**src/rtl/systola_pkg.sv**
```systemverilog
// Shared types and helpers for the systolic-array operand feeder.
package systola_pkg;

  localparam int DATA_W_DEF = 8;

  typedef enum logic [1:0] {
    IDLE   = 2'd0,
    STREAM = 2'd1,
    FLUSH  = 2'd2,
    DONE   = 2'd3
  } feeder_state_t;

  // Bit offset of lane 'lane' inside a packed multi-lane vector.
  function automatic int lane_lsb(input int lane, input int width);
    return lane * width;
  endfunction

endpackage

```
**src/rtl/pe_skew_line.sv**
```systemverilog
// Fire + operand delay line of DELAY stages, used to skew one lane of the wavefront.
module pe_skew_line
  import systola_pkg::*;
#(
  parameter int DELAY  = 0,
  parameter int DATA_W = DATA_W_DEF
) (
  input  logic              clk,
  input  logic              rst,
  input  logic              in_fire,
  input  logic [DATA_W-1:0] in_data,
  output logic              out_fire,
  output logic [DATA_W-1:0] out_data
);

  generate
    if (DELAY == 0) begin : g_pass
      // Lane 0 is already registered by the launch stage; no extra delay.
      logic unused_ctl;
      assign unused_ctl = clk | rst;
      assign out_fire   = in_fire;
      assign out_data   = in_data;
    end else begin : g_shift
      logic [DELAY-1:0]             fire_sr;
      logic [DELAY-1:0][DATA_W-1:0] data_sr;

      // Shift fire and data together so bubbles keep their slot in the skew.
      always_ff @(posedge clk) begin
        if (rst) begin
          fire_sr <= '0;
          data_sr <= '0;
        end else begin
          fire_sr[0] <= in_fire;
          data_sr[0] <= in_data;
          for (int s = 1; s < DELAY; s++) begin
            fire_sr[s] <= fire_sr[s-1];
            data_sr[s] <= data_sr[s-1];
          end
        end
      end

      assign out_fire = fire_sr[DELAY-1];
      assign out_data = data_sr[DELAY-1];
    end
  endgenerate

endmodule

```
**src/rtl/pe_row_feeder.sv**
```systemverilog
// Operand feeder for the N rows of the systolic array: buffers loader vectors and launches
// one tile as a skewed wavefront (lane i lags lane 0 by i cycles), then flushes the skew.
// Optional build macro PE_FEEDER_STALL_CNT_EN adds the stall_cnt underflow bubble counter.
//
//  state  | meaning
//  IDLE   | waiting for start; len sampled with start
//  STREAM | pop one vector per cycle when available, otherwise launch a bubble
//  FLUSH  | N-1 bubble cycles so the last beat drains out of lane N-1
//  DONE   | tile finished; done pulses on the following cycle
module pe_row_feeder
  import systola_pkg::*;
#(
  parameter int N          = 4,
  parameter int DATA_W     = DATA_W_DEF,
  parameter int FIFO_DEPTH = 8,
  parameter int LEN_W      = 16
) (
  input  logic                clk,
  input  logic                rst,
  input  logic                start,
  input  logic [LEN_W-1:0]    len,
  output logic                busy,
  output logic                done,
  input  logic                in_valid,
  output logic                in_ready,
  input  logic [N*DATA_W-1:0] in_data,
  output logic [N-1:0]        out_fire,
  output logic [N*DATA_W-1:0] out_data
`ifdef PE_FEEDER_STALL_CNT_EN
  ,
  output logic [15:0]         stall_cnt
`endif
);

  localparam int PTR_W     = (FIFO_DEPTH > 1) ? $clog2(FIFO_DEPTH) : 1;
  localparam int FLUSH_CYC = N - 1;
  localparam int FL_W      = (N > 2) ? $clog2(N) : 1;

  // ---------------- input vector buffer ----------------
  logic [N*DATA_W-1:0] fifo_mem [FIFO_DEPTH];
  logic [PTR_W-1:0]    wr_ptr;
  logic [PTR_W-1:0]    rd_ptr;
  logic [PTR_W:0]      count;
  logic                full;
  logic                empty;
  logic                push;
  logic                pop;

  assign full     = (count == (PTR_W+1)'(FIFO_DEPTH));
  assign empty    = (count == '0);
  assign in_ready = !rst && !full;
  assign push     = in_valid && in_ready;

  // Storage array; no reset needed since occupancy is tracked by count.
  always_ff @(posedge clk) begin
    if (push) begin
      fifo_mem[wr_ptr] <= in_data;
    end
  end

  // Pointers and occupancy; simultaneous push and pop leaves count unchanged.
  always_ff @(posedge clk) begin
    if (rst) begin
      wr_ptr <= '0;
      rd_ptr <= '0;
      count  <= '0;
    end else begin
      if (push) wr_ptr <= wr_ptr + PTR_W'(1);
      if (pop)  rd_ptr <= rd_ptr + PTR_W'(1);
      case ({push, pop})
        2'b10:   count <= count + (PTR_W+1)'(1);
        2'b01:   count <= count - (PTR_W+1)'(1);
        default: count <= count;
      endcase
    end
  end

  // ---------------- tile sequencer ----------------
  feeder_state_t    state;
  feeder_state_t    state_nxt;
  logic [LEN_W-1:0] beats_left;
  logic [LEN_W-1:0] beats_left_nxt;
  logic [FL_W-1:0]  flush_cnt;
  logic [FL_W-1:0]  flush_cnt_nxt;
  logic             done_q;

  // State, beat down-counter and flush down-counter registers.
  always_ff @(posedge clk) begin
    if (rst) begin
      state      <= IDLE;
      beats_left <= '0;
      flush_cnt  <= '0;
      done_q     <= 1'b0;
    end else begin
      state      <= state_nxt;
      beats_left <= beats_left_nxt;
      flush_cnt  <= flush_cnt_nxt;
      done_q     <= (state == DONE);
    end
  end

  // Next-state decode; a pop happens only in STREAM with a vector available.
  always_comb begin
    state_nxt      = state;
    beats_left_nxt = beats_left;
    flush_cnt_nxt  = flush_cnt;
    pop            = 1'b0;
    case (state)
      IDLE: begin
        if (start) begin
          if (len == '0) begin
            state_nxt = DONE;
          end else begin
            state_nxt      = STREAM;
            beats_left_nxt = len;
          end
        end
      end
      STREAM: begin
        if (!empty) begin
          pop            = 1'b1;
          beats_left_nxt = beats_left - LEN_W'(1);
          if (beats_left == LEN_W'(1)) begin
            if (FLUSH_CYC == 0) begin
              state_nxt = DONE;
            end else begin
              state_nxt     = FLUSH;
              flush_cnt_nxt = FL_W'(FLUSH_CYC - 1);
            end
          end
        end
      end
      FLUSH: begin
        if (flush_cnt == '0) begin
          state_nxt = DONE;
        end else begin
          flush_cnt_nxt = flush_cnt - FL_W'(1);
        end
      end
      DONE: begin
        state_nxt = IDLE;
      end
      default: begin
        state_nxt = IDLE;
      end
    endcase
  end

  assign busy = (state != IDLE);
  assign done = done_q;

  // ---------------- launch stage and lane skew ----------------
  logic                launch_fire;
  logic [N*DATA_W-1:0] launch_data;

  // Common launch register: every lane sees the same beat or bubble, then skews.
  always_ff @(posedge clk) begin
    if (rst) begin
      launch_fire <= 1'b0;
      launch_data <= '0;
    end else begin
      launch_fire <= pop;
      launch_data <= pop ? fifo_mem[rd_ptr] : '0;
    end
  end

  for (genvar i = 0; i < N; i++) begin : g_lane
    logic              lane_fire;
    logic [DATA_W-1:0] lane_data;

    pe_skew_line #(
      .DELAY  (i),
      .DATA_W (DATA_W)
    ) u_skew (
      .clk      (clk),
      .rst      (rst),
      .in_fire  (launch_fire),
      .in_data  (launch_data[lane_lsb(i, DATA_W) +: DATA_W]),
      .out_fire (lane_fire),
      .out_data (lane_data)
    );

    assign out_fire[i]                                 = lane_fire;
    assign out_data[lane_lsb(i, DATA_W) +: DATA_W] = lane_fire ? lane_data : '0;
  end

`ifdef PE_FEEDER_STALL_CNT_EN
  logic stall_inc;
  logic start_acc;

  assign stall_inc = (state == STREAM) && empty;
  assign start_acc = (state == IDLE) && start;

  // Saturating count of STREAM bubbles, cleared when a new tile is accepted.
  always_ff @(posedge clk) begin
    if (rst) begin
      stall_cnt <= '0;
    end else if (start_acc) begin
      stall_cnt <= '0;
    end else if (stall_inc && (stall_cnt != 16'hFFFF)) begin
      stall_cnt <= stall_cnt + 16'd1;
    end
  end
`endif

endmodule

```
**config.mk**
```make
export PLATFORM = sky130hd
export DESIGN_NAME = pe_row_feeder
export DESIGN_NICKNAME = d
export VERILOG_FILES = /design/src/rtl/systola_pkg.sv /design/src/rtl/pe_skew_line.sv /design/src/rtl/pe_row_feeder.sv
export SDC_FILE = /design/constraint.sdc
export NUM_CORES = 1
export LEC_CHECK = 0
export CORE_AREA = 2 2 241 124
export CTS_CLUSTER_SIZE = 14
export DETAILED_ROUTE_END_ITERATION = 10
export DIE_AREA = 0 0 243 126
export GPL_ROUTABILITY_DRIVEN = 0
export PLACE_DENSITY = 0.69
export SLEW_MARGIN = 10
export SYNTH_ARGS = -nofsm -noshare
export SYNTH_HDL_FRONTEND = slang
export SYNTH_SLANG_ARGS = --single-unit
```
**constraint.sdc**
```tcl
create_clock -name clk -period 6.89 [get_ports clk]
set_input_delay 2.067 -clock clk [delete_from_list [all_inputs] [get_ports clk]]
set_output_delay 2.067 -clock clk [all_outputs]
set_load 0.1 [all_outputs]
```
# After elaboration in Yosys (flattened, before gate mapping)
# Memory sizes are Yosys's and may differ from the RTL's. A register that Yosys moved wholly into a read port is not among the register bits.
# Cells that the tools add are included.
[op_classes]
n_addsub = 6
magnitude_cmp = 0
shifts = 0
mux = 21
n_reduce_logical = 16
n_bitwise = 1
eq_ne = 13
div_mod_pow = 0
mul = 0
[ops]
columns = ["operator", "n"]
rows = [
  ["$mux W16", 3],
  ["$mux W8", 4],
  ["$pmux W16 S2", 1],
  ["$eq A16 B1 Y1 const B", 1],
  ["$logic_not A16 Y1", 1],
  ["$sub A16 B1 Y16 const B", 1],
  ["$mux W2", 6],
  ["$ne A2 B2 Y1 const B", 6],
  ["$reduce_and A4 Y1", 3],
  ["$pmux W2 S4", 1],
  ["$pmux W4 S2", 1],
  ["$reduce_bool A2 Y1", 4],
  ["$add A3 B1 Y3 const B", 2],
  ["$eq A2 B2 Y1 const B", 3],
  ["$add A4 B1 Y4 const B", 1],
  ["$eq A2 B1 Y1 const B", 2],
  ["$eq A4 B4 Y1 const B", 1],
  ["$logic_not A2 Y1", 2],
  ["$logic_not A4 Y1", 1],
  ["$mux W1", 4],
  ["$pmux W2 S2", 1],
  ["$sub A4 B1 Y4 const B", 1],
  ["$logic_and A1 B1 Y1", 2],
  ["$logic_not A1 Y1", 2],
  ["other kinds (3)", 3],
]
[totals]
ramBits = 256
reg_bits = 86
rom_bits = 0
mem_count = 1
out_inout_bits = 39
latch_bits = 0
elab_cells = 75
inputBits = 52
[memory_table]
columns = ["memory", "depth", "width", "read_ports", "rd_ports_with_merged_regs", "wr", "line_no", "text"]
rows = [
  ["fifo_mem", 8, 32, 1, 1, 1, "pe_row_feeder.sv:40", "logic [N*DATA_W-1:0] fifo_mem [FIFO_DEPTH];"],
]

# Logic depth before layout (Yosys ltp)
[logic_depth]
word_depth = 6
mapped_depth = 11

# Cells and area by module
# Synthesis repeated with hierarchy kept, for this count alone.
[unflattened]
cells_unflattened = 874
area_unflattened_um2 = 14254.9
[modules_own_cells]
columns = ["mod", "seq_area_each_um2", "cells_per_inst", "instances", "area_each_um2"]
rows = [
  ["pe_row_feeder", 8968.6, 738, 1, 12592.1],
  ["pe_skew_line at g_lane[3].u_skew", 540.5, 64, 1, 809.5],
  ["pe_skew_line at g_lane[2].u_skew", 360.3, 45, 1, 549.3],
  ["pe_skew_line at g_lane[1].u_skew", 180.2, 18, 1, 236.5],
  ["pe_skew_line at g_lane[0].u_skew", 0.0, 9, 1, 67.6],
]

# Least setup slack after synthesis
# OpenSTA, ideal clock, no wires.
[synth_path]
path_type = "input port to flip-flop"
start = "input port rst"
end = "memory fifo_mem[0][0] (netlist name) (enable)"
required_time_ns = 6.429
cell_stages = 4
setup_ns = 0.461
n_path_buf = 0
t_arrival_ns = 5.798
setup_slack_ns = 0.631
path_cell_list = "a21oi_2 -> nand2_1 -> or2_1 -> nor3_1"
[synth_via]
elab_chain_len = 5
[synth_lines]
columns = ["element", "line_no", "text"]
rows = [
  ["from (decl)", "pe_row_feeder.sv:19", "input logic rst,"],
  ["$logic_not A1 Y1", "pe_row_feeder.sv:51", "assign in_ready = !rst && !full;"],
  ["$logic_and A1 B1 Y1", "pe_row_feeder.sv:51", ""],
  ["$logic_and A1 B1 Y1", "pe_row_feeder.sv:52", "assign push = in_valid && in_ready;"],
  ["$mux W1", "pe_row_feeder.sv:56", "if (push) begin"],
  ["$mux W1 (implied by the code)", "pe_row_feeder.sv:57", "fifo_mem[wr_ptr] <= in_data;"],
  ["to (decl)", "pe_row_feeder.sv:40", ""],
]
# No other way between the ends.

# Worst setup path after layout
[layout_path]
start = "input port rst"
end = "output port in_ready"
[layout_via]
elab_chain_len = 2
[layout_lines]
columns = ["element", "line_no", "text"]
rows = [
  ["$logic_not A1 Y1", "pe_row_feeder.sv:51", ""],
  ["$logic_and A1 B1 Y1", "pe_row_feeder.sv:51", ""],
  ["to (decl)", "pe_row_feeder.sv:25", "output logic in_ready,"],
]
# No other way between the ends.

==> impl_summary.log <==
[metrics] effective utilization at floorplan: 0.493
[metrics] Num CTS Buffers: 31
[metrics] element type at the critical path start: primary input
[metrics] syn_nets: 910
[metrics] Net count, final: ~1000
[metrics] Clock Pin Slew Worst Setup and Hold Paths: 0.07 ns
[metrics] core area: 28500 sq um
[metrics] CTS Root Buffer Type: sky130_fd_sc_hd__clkbuf_16
[metrics] setup repair after global routing missed its margin: no
[metrics] Port-buffer cells: 90
[metrics] kind of path behind the tightest hold check: register to register
[metrics] setup slack at placement: 2.09 ns
[metrics] dominant cells by area after synthesis: sky130_fd_sc_hd__edfxtp_1 (55%), sky130_fd_sc_hd__dfxtp_1 (16%), sky130_fd_sc_hd__mux4_2 (10%)
[metrics] Final setup viols: 0
[metrics] GR met3 Demand/Resource: 0.0431
[metrics] biggest cell delay along the critical path: ~0.34 ns
[metrics] cell at the slowest stage of the critical path: sky130_fd_sc_hd__buf_4
[metrics] required time reported for the critical path endpoint: 4.82 ns
[metrics] floorplan die height: 126 um
[metrics] worst-path fanout max: 5
[metrics] vias in the first global route: 7237
[metrics] number of H-tree levels: 1
[metrics] fraction of power spent switching nets: 0.274
[metrics] final wirelength: 27700 um
[metrics] area enclosed by the die boundary: 30600 sq um
[metrics] largest net degree at the start of global routing: 85
[metrics] Yosys reg bits: 371
[metrics] highest ir drop seen on vdd: 0.186 mV
[metrics] leakage dissipation: between 5 and 6 nW
[metrics] fraction of synthesized cell area taken by the top area cell type: 0.546
[metrics] Most Frequent Cell on Critical Path: sky130_fd_sc_hd__buf_4
[metrics] max-slew violation total from the final report: 0
[metrics] number of setup buffers added after CTS: 0
[metrics] routed vias/inst: 5.36
[metrics] start-to-end type of the worst setup path: primary input to output port
[metrics] final critical path time including I/O delays and setup: 4.81 ns
[metrics] crit end category: output port
[metrics] Boundary Pins: 91
[metrics] fraction of layout cells with a size suffix above 1: 0.169
[metrics] final antenna-violating net count: 0
[metrics] fraction of the cycle the final worst path needs: 0.699
[metrics] net switching power figure: approximately 1.4 mW
[metrics] top cells by instance count after synthesis: sky130_fd_sc_hd__edfxtp_1 (256), sky130_fd_sc_hd__dfxtp_1 (115), sky130_fd_sc_hd__mux4_2 (64)
[metrics] Max-slew headroom: 0.319
[metrics] TritonCTS clock tree: built
[metrics] die outline width: 243 um
[metrics] total power consumption of the routed design: roughly 5.2 mW
[metrics] TritonCTS sink count: 371
[metrics] final setup margin: just over 2 ns
[metrics] drc violations: 0
[metrics] number of DRC markers in iteration 0: 572
[metrics] detailed-route via count: 7249
[metrics] Detail Placement HPWL: 15700 um
[metrics] most repeated cell in the gate-level netlist after synthesis: sky130_fd_sc_hd__edfxtp_1
[metrics] Final Hold Fails: 0
[metrics] sequential fraction of the synthesis area: 0.710
[metrics] Syn-to-layout area delta: 16.1%
[metrics] top_reg_cell synth: sky130_fd_sc_hd__edfxtp_1
[metrics] outcome: finished clean
[metrics] power per cell area: roughly 320 nW/um^2
[metrics] per-cell routed wire length: 20.5 um
[metrics] later-pin clock latency in the skew report: 0.57 ns
[metrics] clock buffer depth: 3
[metrics] number of instances resized during post-cts repair: 0
[metrics] Remaining Overflow, GRT: 0
[metrics] Worst Tran Pin Value: 1.02 ns
[metrics] row cnt: 44
[metrics] internal power summed over all cells: 3.77 mW
[metrics] reg2reg path depth: 12
[metrics] combinational share of power: 0.185
[metrics] global-route wire length before repair: 43200 um
[metrics] number of synthesized flops with an enable pin: 256
[metrics] quantity of hold-fixing buffers added after cts: 0
[metrics] setup_tns: 0 ns
[metrics] met2 capacity usage during global routing: 0.266
[metrics] clock share of power: 0.322
[metrics] Pre-Repair DR Iteration Count: 5
[metrics] Synthesis Warnings: 0
[metrics] distinct cell type count after synthesis: between 50 and 60
[metrics] worst hold path cell count: 1
[metrics] initial antenna violation count: 3
[metrics] busiest layer in global routing: met1
[metrics] global-route met1 utilization: 0.293
[metrics] Worst Skew: 0.0173 ns
[metrics] final-layout fill cell count: 2241
[metrics] post-synthesis area per instance: 16.7 sq um
[metrics] gate count of the mapped netlist: between 800 and 900
[metrics] post-synthesis cell area: 14100 sq um
[metrics] total track usage: 0.185
[metrics] WP data arrival: 2.75 ns
[metrics] dominant cell type by area after synthesis: sky130_fd_sc_hd__edfxtp_1
[metrics] max-cap violations: 0
[metrics] Max Freq: 0.208 GHz
[metrics] cell breakdown of the critical path: buf_4 > a21oi_2 > buf_4
[metrics] count of antenna diodes in the layout: 0
[metrics] fraction of registers with async set or reset after synthesis: 0
[metrics] sequential fraction of design power: 0.493
power groups by stage:
stage / logic, mW / clock network [mW] / registers, mW
2_1_floorplan: 0.764 / 0 / 2.57
3_3_place_gp: 0.940 / 0 / 2.61
3_5_place_dp: 0.953 / 0 / 2.61
4_1_cts: 0.959 / 1.71 / 2.56
5_1_grt: 1.06 / 1.80 / 2.58
6_report: 0.962 / 1.67 / 2.56
final timing paths:
path,slack [ns],end,startpoint
min reg2reg,0.43,g_lane[3].u_skew.g_shift.data_sr[2]$_SDFF_PP0_,launch_data[26]$_SDFF_PP0_
min,0.43,g_lane[3].u_skew.g_shift.data_sr[2]$_SDFF_PP0_,launch_data[26]$_SDFF_PP0_
max,2.08,in_ready,rst
max reg2reg,3.76,count[2]$_SDFFE_PP0P_,state[1]$_SDFFE_PP0P_
sequential cells by signal (all words and copies together) (netlist names):
register	count
done	1
count	4
wr_ptr	3
g_lane.u_skew.out_data	24
g_lane.u_skew.g_shift.data_sr	24
g_lane.u_skew.g_shift.fire_sr	3
launch_data	32
rd_ptr	3
state	2
fifo_mem	256
launch_fire	1
beats_left	16
flush_cnt	2
per-stage QoR:
stage | area [sq um] | hold slack, ns | util | cells
2_1_floorplan | 14100 | 0.414 | - | 845
3_3_place_gp | 15400 | 0.416 | 0.540 | 1295
3_5_place_dp | 15400 | 0.420 | 0.540 | 1295
4_1_cts | 16300 | 0.436 | 0.573 | 1353
5_1_grt | 16300 | 0.442 | 0.573 | 1353
6_report | 16300 | 0.433 | 0.573 | 1353
worst max-delay path: cells and delay by family:
| family | cells | cell delay [ns] |
|---|---|---|
| buf+inv | 2 | 0.47 |
| compound gates | 1 | 0.20 |
area by class of cell:
class	instances	area, sq um	area share
Clock buffer	54	893	0.0547
Clock inverter	4	48.8	0.00299
Inverter	10	37.5	0.00230
Multi-Input combinational cell	420	3880	0.238
Sequential cell	371	10000	0.612
Tap cell	391	489	0.0299
Timing Repair Buffer	103	993	0.0608
per-layer routing:
metal	vias up	share of wire
met4	2	0.011
met2	189	0.43
met1	3655	0.50
met5	-	0.00040
met3	26	0.062
li1	3377	-
placed cells by master, fill, tap and decap left out, drive strengths merged, types with 5 or more instances in the layout:
cell type	n
edfxtp	256
inv	11
and2	32
mux2i	35
o21ai	21
mux4	64
nand3b	5
nor4	11
nand3	6
clkdlybuf4s50	88
a21oi	29
nor2	58
nor2b	58
xor2	5
ha	13
dfxtp	115
buf	15
nand2	22
nor3	9
clkbuf	54
nand2b	6
logic make-up (layout without fill, tap and decap cells):
logic type | after synthesis | count (layout) | share of synthesized area
flops | 371 | 371 | 0.710
simple gates | 227 | 227 | 0.0899
mux | 99 | 99 | 0.127
compound gates | 74 | 74 | 0.0388
buf+inv | 54 | 171 | 0.0181
fa+ha+maj | 13 | 13 | 0.0116
xor+xnor | 7 | 7 | 0.00436
(Power assumes the default switching activity.)
